==> config.mk <==
export PLATFORM = sky130hd
export DESIGN_NAME = stream_pattern_match
export DESIGN_NICKNAME = d
export VERILOG_FILES = /design/src/rtl/stream_pattern_match_pkg.sv /design/src/rtl/window_compare.sv /design/src/rtl/stream_pattern_match.sv
export SDC_FILE = /design/constraint.sdc
export NUM_CORES = 1
export LEC_CHECK = 0
export BUFFER_PORTS_ARGS = -buffer_cell sky130_fd_sc_hd__buf_2
export CORE_MARGIN = 2
export CORE_UTILIZATION = 49
export CTS_BUF_LIST = sky130_fd_sc_hd__clkbuf_16
export CTS_CLUSTER_DIAMETER = 100
export DETAILED_ROUTE_END_ITERATION = 8
export PLACE_DENSITY_LB_ADDON = 0.15
export SYNTH_ARGS = -nofsm -noshare
export SYNTH_HDL_FRONTEND = slang
export SYNTH_SLANG_ARGS = --single-unit
==> constraint.sdc <==
create_clock -name i_clock -period 5.25 [get_ports i_clock]
set_input_delay 0.7875 -clock i_clock [delete_from_list [all_inputs] [get_ports i_clock]]
set_output_delay 0.7875 -clock i_clock [all_outputs]
set_load 0.01 [all_outputs]
==> src/rtl/stream_pattern_match_pkg.sv <==
// Shared types and helpers for stream_pattern_match.
//   state_e   : controller states (idle / running a message stream)
//   pop_width : bits needed to hold a popcount of n flags (0..n)
package stream_pattern_match_pkg;

  typedef enum logic [0:0] {
    StIdle,
    StRun
  } state_e;

  function automatic int unsigned pop_width(input int unsigned n);
    return $clog2(n + 1);
  endfunction

endpackage

==> src/rtl/window_compare.sv <==
// Compares one M-bit text window against the pattern.
// Ports:
//   i_window  : text bits, index 0 earliest in the stream
//   i_pattern : pattern bits, index 0 compared first
//   i_mask    : 1 = don't-care position
//   o_hit     : every non-masked position matches
module window_compare #(
  parameter int unsigned M = 4
) (
  input  logic [0:M-1] i_window,
  input  logic [0:M-1] i_pattern,
  input  logic [0:M-1] i_mask,
  output logic         o_hit
);

  assign o_hit = &(~(i_window ^ i_pattern) | i_mask);

endmodule

==> src/rtl/stream_pattern_match.sv <==
// Streaming M-bit pattern matcher over W-bit beats with valid/ready on both sides.
// Matches straddling beat boundaries are found via an (M-1)-bit history of the
// current message; a saturating counter totals matches since the last load.
// Build option: define MATCH_WILDCARD_EN to honour the don't-care mask; otherwise
// the mask port is ignored and the compare is exact.
// Ports:
//   i_clock, i_reset          : clock, synchronous active-high reset
//   i_enable, i_load          : run request, pattern/mask capture pulse (idle only)
//   i_pattern, i_mask         : pattern and don't-care mask, index 0 earliest
//   i_in_valid/o_in_ready     : input handshake; i_in_data, i_in_last the beat
//   o_out_valid/i_out_ready   : output handshake; o_out_flag bit i = match ends at i
//   o_out_last                : in_last of the reported beat
//   o_match_count             : saturating match total since last load
//   o_busy                    : controller is running
module stream_pattern_match
  import stream_pattern_match_pkg::*;
#(
  parameter int unsigned M     = 4,
  parameter int unsigned W     = 16,
  parameter int unsigned CNT_W = 16
) (
  input  logic             i_clock,
  input  logic             i_reset,
  input  logic             i_enable,
  input  logic             i_load,
  input  logic [0:M-1]     i_pattern,
  input  logic [0:M-1]     i_mask,
  input  logic             i_in_valid,
  output logic             o_in_ready,
  input  logic [0:W-1]     i_in_data,
  input  logic             i_in_last,
  output logic             o_out_valid,
  input  logic             i_out_ready,
  output logic [0:W-1]     o_out_flag,
  output logic             o_out_last,
  output logic [CNT_W-1:0] o_match_count,
  output logic             o_busy
);

  localparam int unsigned HistW = $clog2(M);
  localparam int unsigned PopW  = pop_width(W);
  localparam logic [HistW-1:0] HistFull = HistW'(M - 1);

  state_e             r_state;
  logic               r_pat_loaded;
  logic [0:M-1]       r_pat;
  logic [0:M-2]       r_hist;
  logic [HistW-1:0]   r_hist_cnt;
  logic               r_out_valid;
  logic [0:W-1]       r_out_flag;
  logic               r_out_last;
  logic [CNT_W-1:0]   r_cnt;

  logic [0:M+W-2]     w_cat;
  logic [0:M-1]       w_msk;
  logic [0:W-1]       w_hit;
  logic [0:W-1]       w_elig;
  logic [0:W-1]       w_flag;
  logic [PopW-1:0]    w_pop;
  logic [CNT_W:0]     w_sum;
  logic [CNT_W-1:0]   w_cnt_next;
  logic               w_accept;

`ifdef MATCH_WILDCARD_EN
  logic [0:M-1] r_msk;
  assign w_msk = r_msk;
`else
  logic [0:M-1] w_unused_mask;
  assign w_unused_mask = i_mask;
  assign w_msk         = '0;
`endif

  assign o_in_ready = (r_state == StRun) && i_enable && (!r_out_valid || i_out_ready);
  assign w_accept   = i_in_valid && o_in_ready;

  // History sits in front of the beat so window ending at in_data[i] is w_cat[i +: M].
  assign w_cat = {r_hist, i_in_data};

  for (genvar gi = 0; gi < W; gi++) begin : g_pos
    window_compare #(
      .M(M)
    ) u_cmp (
      .i_window (w_cat[gi +: M]),
      .i_pattern(r_pat),
      .i_mask   (w_msk),
      .o_hit    (w_hit[gi])
    );
    // Eligible once M bits of this message exist: hist_cnt + i + 1 >= M.
    if (gi + 1 >= M) begin : g_full
      assign w_elig[gi] = 1'b1;
    end else begin : g_hist
      assign w_elig[gi] = (r_hist_cnt >= HistW'(M - 1 - gi));
    end
  end

  assign w_flag = w_hit & w_elig;

  always_comb begin
    w_pop = '0;
    for (int k = 0; k < W; k++) begin
      w_pop = w_pop + PopW'(w_flag[k]);
    end
  end

  assign w_sum      = {1'b0, r_cnt} + (CNT_W + 1)'(w_pop);
  assign w_cnt_next = w_sum[CNT_W] ? '1 : w_sum[CNT_W-1:0];

  always_ff @(posedge i_clock) begin
    if (i_reset) begin
      r_state      <= StIdle;
      r_pat_loaded <= 1'b0;
      r_pat        <= '0;
`ifdef MATCH_WILDCARD_EN
      r_msk        <= '0;
`endif
      r_hist       <= '0;
      r_hist_cnt   <= '0;
      r_out_valid  <= 1'b0;
      r_out_flag   <= '0;
      r_out_last   <= 1'b0;
      r_cnt        <= '0;
    end else begin
      if (w_accept) begin
        r_out_valid <= 1'b1;
        r_out_flag  <= w_flag;
        r_out_last  <= i_in_last;
        r_cnt       <= w_cnt_next;
        if (i_in_last) begin
          r_hist     <= '0;
          r_hist_cnt <= '0;
        end else begin
          r_hist     <= i_in_data[W-M+1 +: M-1];
          // M <= W, so one beat always fills the history.
          r_hist_cnt <= HistFull;
        end
      end else if (r_out_valid && i_out_ready) begin
        r_out_valid <= 1'b0;
      end

      unique case (r_state)
        StIdle: begin
          if (i_load) begin
            r_pat        <= i_pattern;
`ifdef MATCH_WILDCARD_EN
            r_msk        <= i_mask;
`endif
            r_pat_loaded <= 1'b1;
            r_cnt        <= '0;
          end
          if (i_enable && r_pat_loaded) begin
            r_state <= StRun;
          end
        end
        StRun: begin
          // Leave only at a message boundary with the output drained.
          if (!i_enable && (r_hist_cnt == '0) && !r_out_valid) begin
            r_state <= StIdle;
          end
        end
      endcase
    end
  end

  assign o_out_valid   = r_out_valid;
  assign o_out_flag    = r_out_flag;
  assign o_out_last    = r_out_last;
  assign o_match_count = r_cnt;
  assign o_busy        = (r_state != StIdle);

endmodule

=== Word-level counts from Yosys, hierarchy flattened ===
Index checks and enable logic that the tools add are counted.

* Register bits after elaboration: 45
* Latch bits: 0
* RAM bits: 0
* ROM bits: 0
* Memories kept: 0

* Add/subtract/negate cells: 16
* $mul: 0
* Divide/modulo/power cells: 0
* Magnitude comparators: 3
* Equal/unequal tests: 0
* Shift operators: 0
* Muxes and demuxes: 11
* Bitwise gates (word level): 34
* Reductions and logical operators: 29

{| class="wikitable"
|+ Operators by type and width
! cell !! count
|-
| $mux W16 || 4
|-
| $not A4 Y4 || 16
|-
| $reduce_and A4 Y1 || 16
|-
| $xor A4 B4 Y4 || 16
|-
| $add A5 B1 Y5 || 11
|-
| $add A16 B5 Y17 || 1
|-
| $and A16 B16 Y16 || 1
|-
| $logic_and A1 B1 Y1 || 7
|-
| $add A4 B1 Y5 || 1
|-
| $add A3 B1 Y4 || 1
|-
| $ge A2 B2 Y1 const B || 2
|-
| $mux W1 || 4
|-
| $add A2 B1 Y3 || 1
|-
| $mux W3 || 1
|-
| $add A1 B1 Y2 || 1
|-
| $ge A2 B1 Y1 const B || 1
|-
| $logic_not A1 Y1 || 2
|-
| $logic_not A2 Y1 || 1
|-
| $mux W2 || 1
|-
| $pmux W1 S2 || 1
|-
| $reduce_and A2 Y1 || 1
|-
| $reduce_bool A2 Y1 || 1
|-
| $logic_or A1 B1 Y1 || 1
|-
| $not A1 Y1 || 1
|}

=== Depth between registers and ports, before layout ===
* Word-level depth: 24
* Mapped depth: 19

=== Modules after synthesis ===
A second synthesis with hierarchy kept.

* Cell total of the unflattened synthesis: 381
* Area total of the unflattened synthesis: 3,113.0 um2

{| class="wikitable"
|+ By module, submodules not included
! module !! times used !! cells an instance !! area an instance (um2)
|-
| stream_pattern_match || 1 || 269 || 2,292.2
|-
| window_compare || 16 || 7 || 51.3
|}

=== Worst setup path after synthesis ===
OpenSTA, ideal clock, no wires.

* Path kind: input port to flip-flop
* From: in i_in_data[2] (netlist bit)
* To: reg r_cnt[5] (netlist: o_match_count[5])
* Arrival time: 5.118 ns
* Data required time: 5.112 ns
* Path slack: -0.006 ns
* Cell stages on the path: 17
* Buffers on the path: 1
* Path through: clkbuf_1 xnor2_1 nand2_1 nor4_1 fa_1 inv_1 fa_1 fa_1 fa_1 fa_1 inv_1 fa_1 a211o_1 a21oi_2 nor3b_1 nor2_1 a311oi_1

* Word-level cells in the longest chain between the ends: 23

{| class="wikitable"
|+ RTL lines
! item !! line !! RTL
|-
| start, declared || stream_pattern_match.sv:30 || <nowiki>input logic [0:W-1] i_in_data,</nowiki>
|-
| $xor A4 B4 Y4 (*) || window_compare.sv:16 || <nowiki>assign o_hit = &(~(i_window ^ i_pattern) | i_mask);</nowiki>
|-
| $not A4 Y4 (*) || window_compare.sv:16 ||
|-
| $reduce_and A4 Y1 (*) || window_compare.sv:16 ||
|-
| $and A16 B16 Y16 (*) || stream_pattern_match.sv:96 || <nowiki>assign w_flag = w_hit & w_elig;</nowiki>
|-
| named net w_flag (one bit) || stream_pattern_match.sv:58 || <nowiki>logic [0:W-1] w_flag;</nowiki>
|-
| $add A2 B1 Y3 (*) || stream_pattern_match.sv:101 || <nowiki>w_pop = w_pop + PopW'(w_flag[k]);</nowiki>
|-
| $add A3 B1 Y4 (*) || stream_pattern_match.sv:101 ||
|-
| $add A4 B1 Y5 (*) || stream_pattern_match.sv:101 ||
|-
| $add A5 B1 Y5 (*) (11 in series) || stream_pattern_match.sv:101 ||
|-
| $add A16 B5 Y17 (*) || stream_pattern_match.sv:105 || <nowiki>assign w_sum = {1'b0, r_cnt} + (CNT_W + 1)'(w_pop);</nowiki>
|-
| $mux W16 (*) || stream_pattern_match.sv:106 || <nowiki>assign w_cnt_next = w_sum[CNT_W] ? '1 : w_sum[CNT_W-1:0];</nowiki>
|-
| $mux W16 (*) || stream_pattern_match.sv:123 || <nowiki>if (w_accept) begin</nowiki>
|-
| $mux W16 || stream_pattern_match.sv:142 || <nowiki>if (i_load) begin</nowiki>
|-
| $mux W16 (*) || stream_pattern_match.sv:140 || <nowiki>unique case (r_state)</nowiki>
|-
| end signal, assigned || stream_pattern_match.sv:127 || <nowiki>r_cnt <= w_cnt_next;</nowiki>
|-
| end, declared || stream_pattern_match.sv:52 || <nowiki>logic [CNT_W-1:0] r_cnt;</nowiki>
|}

The timed path passes the listed nets; every way through them passes the cells marked *.
A chain may end at the register's enable or synchronous reset.

=== Final worst setup path ===
* From: in i_in_data[0] (netlist bit)
* To: reg r_cnt[14] (netlist: o_match_count[14])

* Word-level cells in the longest chain between the ends: 24

{| class="wikitable"
|+ RTL lines
! item !! line
|-
| $xor A4 B4 Y4 (*) || window_compare.sv:16
|-
| $not A4 Y4 (*) || window_compare.sv:16
|-
| $reduce_and A4 Y1 (*) || window_compare.sv:16
|-
| $and A16 B16 Y16 (*) || stream_pattern_match.sv:96
|-
| named net w_flag (one bit) || stream_pattern_match.sv:58
|-
| $add A1 B1 Y2 (*) || stream_pattern_match.sv:101
|-
| $add A2 B1 Y3 (*) || stream_pattern_match.sv:101
|-
| $add A3 B1 Y4 (*) || stream_pattern_match.sv:101
|-
| $add A4 B1 Y5 (*) || stream_pattern_match.sv:101
|-
| $add A5 B1 Y5 (*) (11 in series) || stream_pattern_match.sv:101
|-
| $add A16 B5 Y17 (*) || stream_pattern_match.sv:105
|-
| $mux W16 (*) || stream_pattern_match.sv:106
|-
| $mux W16 (*) || stream_pattern_match.sv:123
|-
| $mux W16 || stream_pattern_match.sv:142
|-
| $mux W16 (*) || stream_pattern_match.sv:140
|}

Marks and branches as above.

==> impl_metrics.env <==
export IMPL_drv_slew=0
export IMPL_hpwl_um=5320
export IMPL_period_share_pct=96.8
export IMPL_synth_enable_flop_cells=0
export IMPL_crit_path_end_kind="flip-flop"
export IMPL_vias=2613
export IMPL_die_y_um=82.2
export IMPL_fin_nets=476
export IMPL_io_pins=67
export IMPL_diodes=0
export IMPL_die_w_um=82.2
export IMPL_yosys_cell_types_count=45
export IMPL_critical_path_class="primary input to flip-flop"
export IMPL_yosysSeqAreaShare_pct=29.4
export IMPL_multi_input_area_mm2=0.00197
export IMPL_async_flop_share_pct=0
export IMPL_setup_viol_count_final=0
export IMPL_yosys_area_top_type_share_pct=29.4
export IMPL_grt_pass1_vias=2425
export IMPL_grt_pass1_wl_um=11500
export IMPL_fill_cells=543
export IMPL_p_leak_nw=1.64
export IMPL_htreeDepth=2
export IMPL_avgSynthCellArea_um2=8.50
export IMPL_ys_warn_count=0
export IMPL_post_dp_cell_area_mm2=0.00356
export IMPL_fin_area_mm2=0.00376
export IMPL_worst_setup_path_start_kind="primary input"
export IMPL_critPathMaxFanout=8
export IMPL_synthTopCellsByArea="dfxtp_1 29%, xnor2_1 13%, fa_1 8.0%, xor2_1 6.7%, a21oi_1 5.7%"
export IMPL_power_density_mw_per_mm2=232
export IMPL_max_clock_freq_mhz=197
export IMPL_hold_slack_ns=0.460
export IMPL_core_area_mm2=0.00592
export IMPL_status="complete, no violations"
export IMPL_hold_path_class="flip-flop to flip-flop"
export IMPL_post_drt_wl_per_cell_um=14.2
export IMPL_area_growth_pct=25.2
export IMPL_layout_drive_gt1_share_pct=27.5
export IMPL_power_total_mw=0.872
export IMPL_grt_max_degree=36
export IMPL_hold_viol_final=0
export IMPL_fin_skew_ns=0.00445
export IMPL_dr_first_iter_drc_count=114
export IMPL_synthTopCellsByCount="44 x dfxtp_1, 44 x xnor2_1, 37 x nor2_1"
export IMPL_drc=0
export IMPL_syn_inst=353
export IMPL_gr_total_overflow=0
export IMPL_seqCellArea_um2=883
export IMPL_cts_made_buffers=5
export IMPL_clkLatencyLatePin_ns=0.28
export IMPL_slew_headroom_pct=47.1
export IMPL_syn_num_nets=404
export IMPL_clk_pin_slew_ns=0.06
export IMPL_cts_root_buffer="clkbuf_16"
export IMPL_clockBufferDepth=2
export IMPL_worstPathRequired_ns=5.45
export IMPL_row_count=28
export IMPL_start_util_pct=50.7
export IMPL_gp_congestion=0.829
export IMPL_ant_nets=0
export IMPL_antenna_found_initial=0
export IMPL_ir_drop_v=0.000133
export IMPL_clkSinkCount=44
export IMPL_cts_hold_buf=0
export IMPL_crit_arrival_ns=5.28
export IMPL_track_usage_pct=22.0
export IMPL_io_buffers=62
export IMPL_layout_min_cycle_time_ns=5.08
export IMPL_cts_tree="done"
export IMPL_viasPerCell=5.22
export IMPL_syn_area_mm2=0.00300
export IMPL_postCtsSetupBuffers=0
export IMPL_synth_largest_area_cell="dfxtp_1"
export IMPL_maxCapViolCount=0
export IMPL_yosys_register_bits=44
export IMPL_totalWireLength_um=7110
export IMPL_dr_pass1_iters=4
export IMPL_tightestPinTransition_ns=0.792
export IMPL_synthFlopType="dfxtp_1"
export IMPL_dieArea_mm2=0.00676
-- sequential cells by signal, indices dropped and copies added, names as in the netlist --
signal / count
r_pat_loaded: 1
r_pat: 4
o_match_count: 16
o_out_valid: 1
r_hist_cnt: 1
r_hist: 3
o_busy: 1
o_out_flag: 16
o_out_last: 1
-- cell usage in the layout, fill, tap and decap left out, types with 3 or more instances in the layout --
cell type and count:
inv_1 19, nor3_1 3, nor2_1 37, nor4_2 4
clkbuf_16 5, and3_1 4, xnor2_1 44, a21oi_1 34
xor2_1 23, nand2_1 24, buf_12 3, nor4_1 3
mux2i_1 6, fa_1 12, nand3_1 3, nand4_1 13
o21ai_0 8, buf_4 26, nand3b_1 3, buf_2 62
ha_1 8, dfxtp_1 42
-- layer usage --
layer | vias up | global-route usage [%] | wire [um]
li1 | 1324 | - | -
met1 | 1224 | 28.8 | 3250
met2 | 56 | 37.3 | 3480
met3 | 9 | 4.02 | 289
met4 | 0 | 5.33 | 84
met5 | - | 0 | 0
-- final cells by class --
| cell class | instances | area share, % |
|---|---|---|
| Clock inverter | 3 | 1.23 |
| Inverter | 19 | 1.90 |
| Timing Repair Buffer | 91 | 15.1 |
| Sequential cell | 44 | 23.5 |
| Tap cell | 75 | 2.50 |
| Multi-Input combinational cell | 264 | 52.5 |
| Clock buffer | 5 | 3.33 |
-- kinds of logic after synthesis --
family | count (synthesis) | share of synthesized area, %
mux | 6 | 2.00
buf+inv | 45 | 6.01
compound gates | 58 | 11.6
xor+xnor | 67 | 19.6
fa+ha+maj | 20 | 11.3
simple gates | 113 | 20.1
flops | 44 | 29.4
-- power by group --
part	total [mW]	switching, mW	internal, mW
combinational	0.168	0.0874	0.0805
clock	0.361	0.135	0.226
sequential	0.343	0.00525	0.338
-- timing repair --
item	CTS	global route
endpoints found under the hold margin	0	0
gates resized for setup	0	6
endpoints found under the setup margin	0	14
-- through the flow --
step | std cells | worst slack, ns | utilization (%) | setup TNS (ns)
6_report | 501 | 0.166 | 63.4 | 0
5_1_grt | 501 | -0.0372 | 63.4 | -0.153
4_1_cts | 501 | 0.112 | 63.0 | 0
3_5_place_dp | 493 | -0.152 | 60.1 | -1.63
3_3_place_gp | 493 | -0.142 | 60.1 | -1.62
2_1_floorplan | 353 | 0.00810 | - | 0
-- final timing paths --
path / start / end / slack, ns / cells past startpoint
worst min-delay path: o_out_flag[4] / o_out_flag[4] / 0.46 / 2
worst max-delay path: i_in_data[0] / o_match_count[14] / 0.17 / 18
worst max register to register: r_pat[2] / o_match_count[14] / 0.30 / 18
worst min register to register: o_out_flag[4] / o_out_flag[4] / 0.46 / 2
-- worst max-delay path, stage by stage --
cell and delay [ns]:
buf_2 0.13, xor2_1 0.16, nor4_2 0.30, buf_4 0.17, fa_1 0.41, inv_1 0.10
fa_1 0.44, fa_1 0.53, fa_1 0.45, fa_1 0.41, inv_1 0.09, fa_1 0.20
a211o_1 0.18, a21oi_4 0.10, buf_4 0.14, nor4_1 0.37, nor2_1 0.07, a311oi_1 0.24
Note: power is estimated with default switching activity, not from simulation.
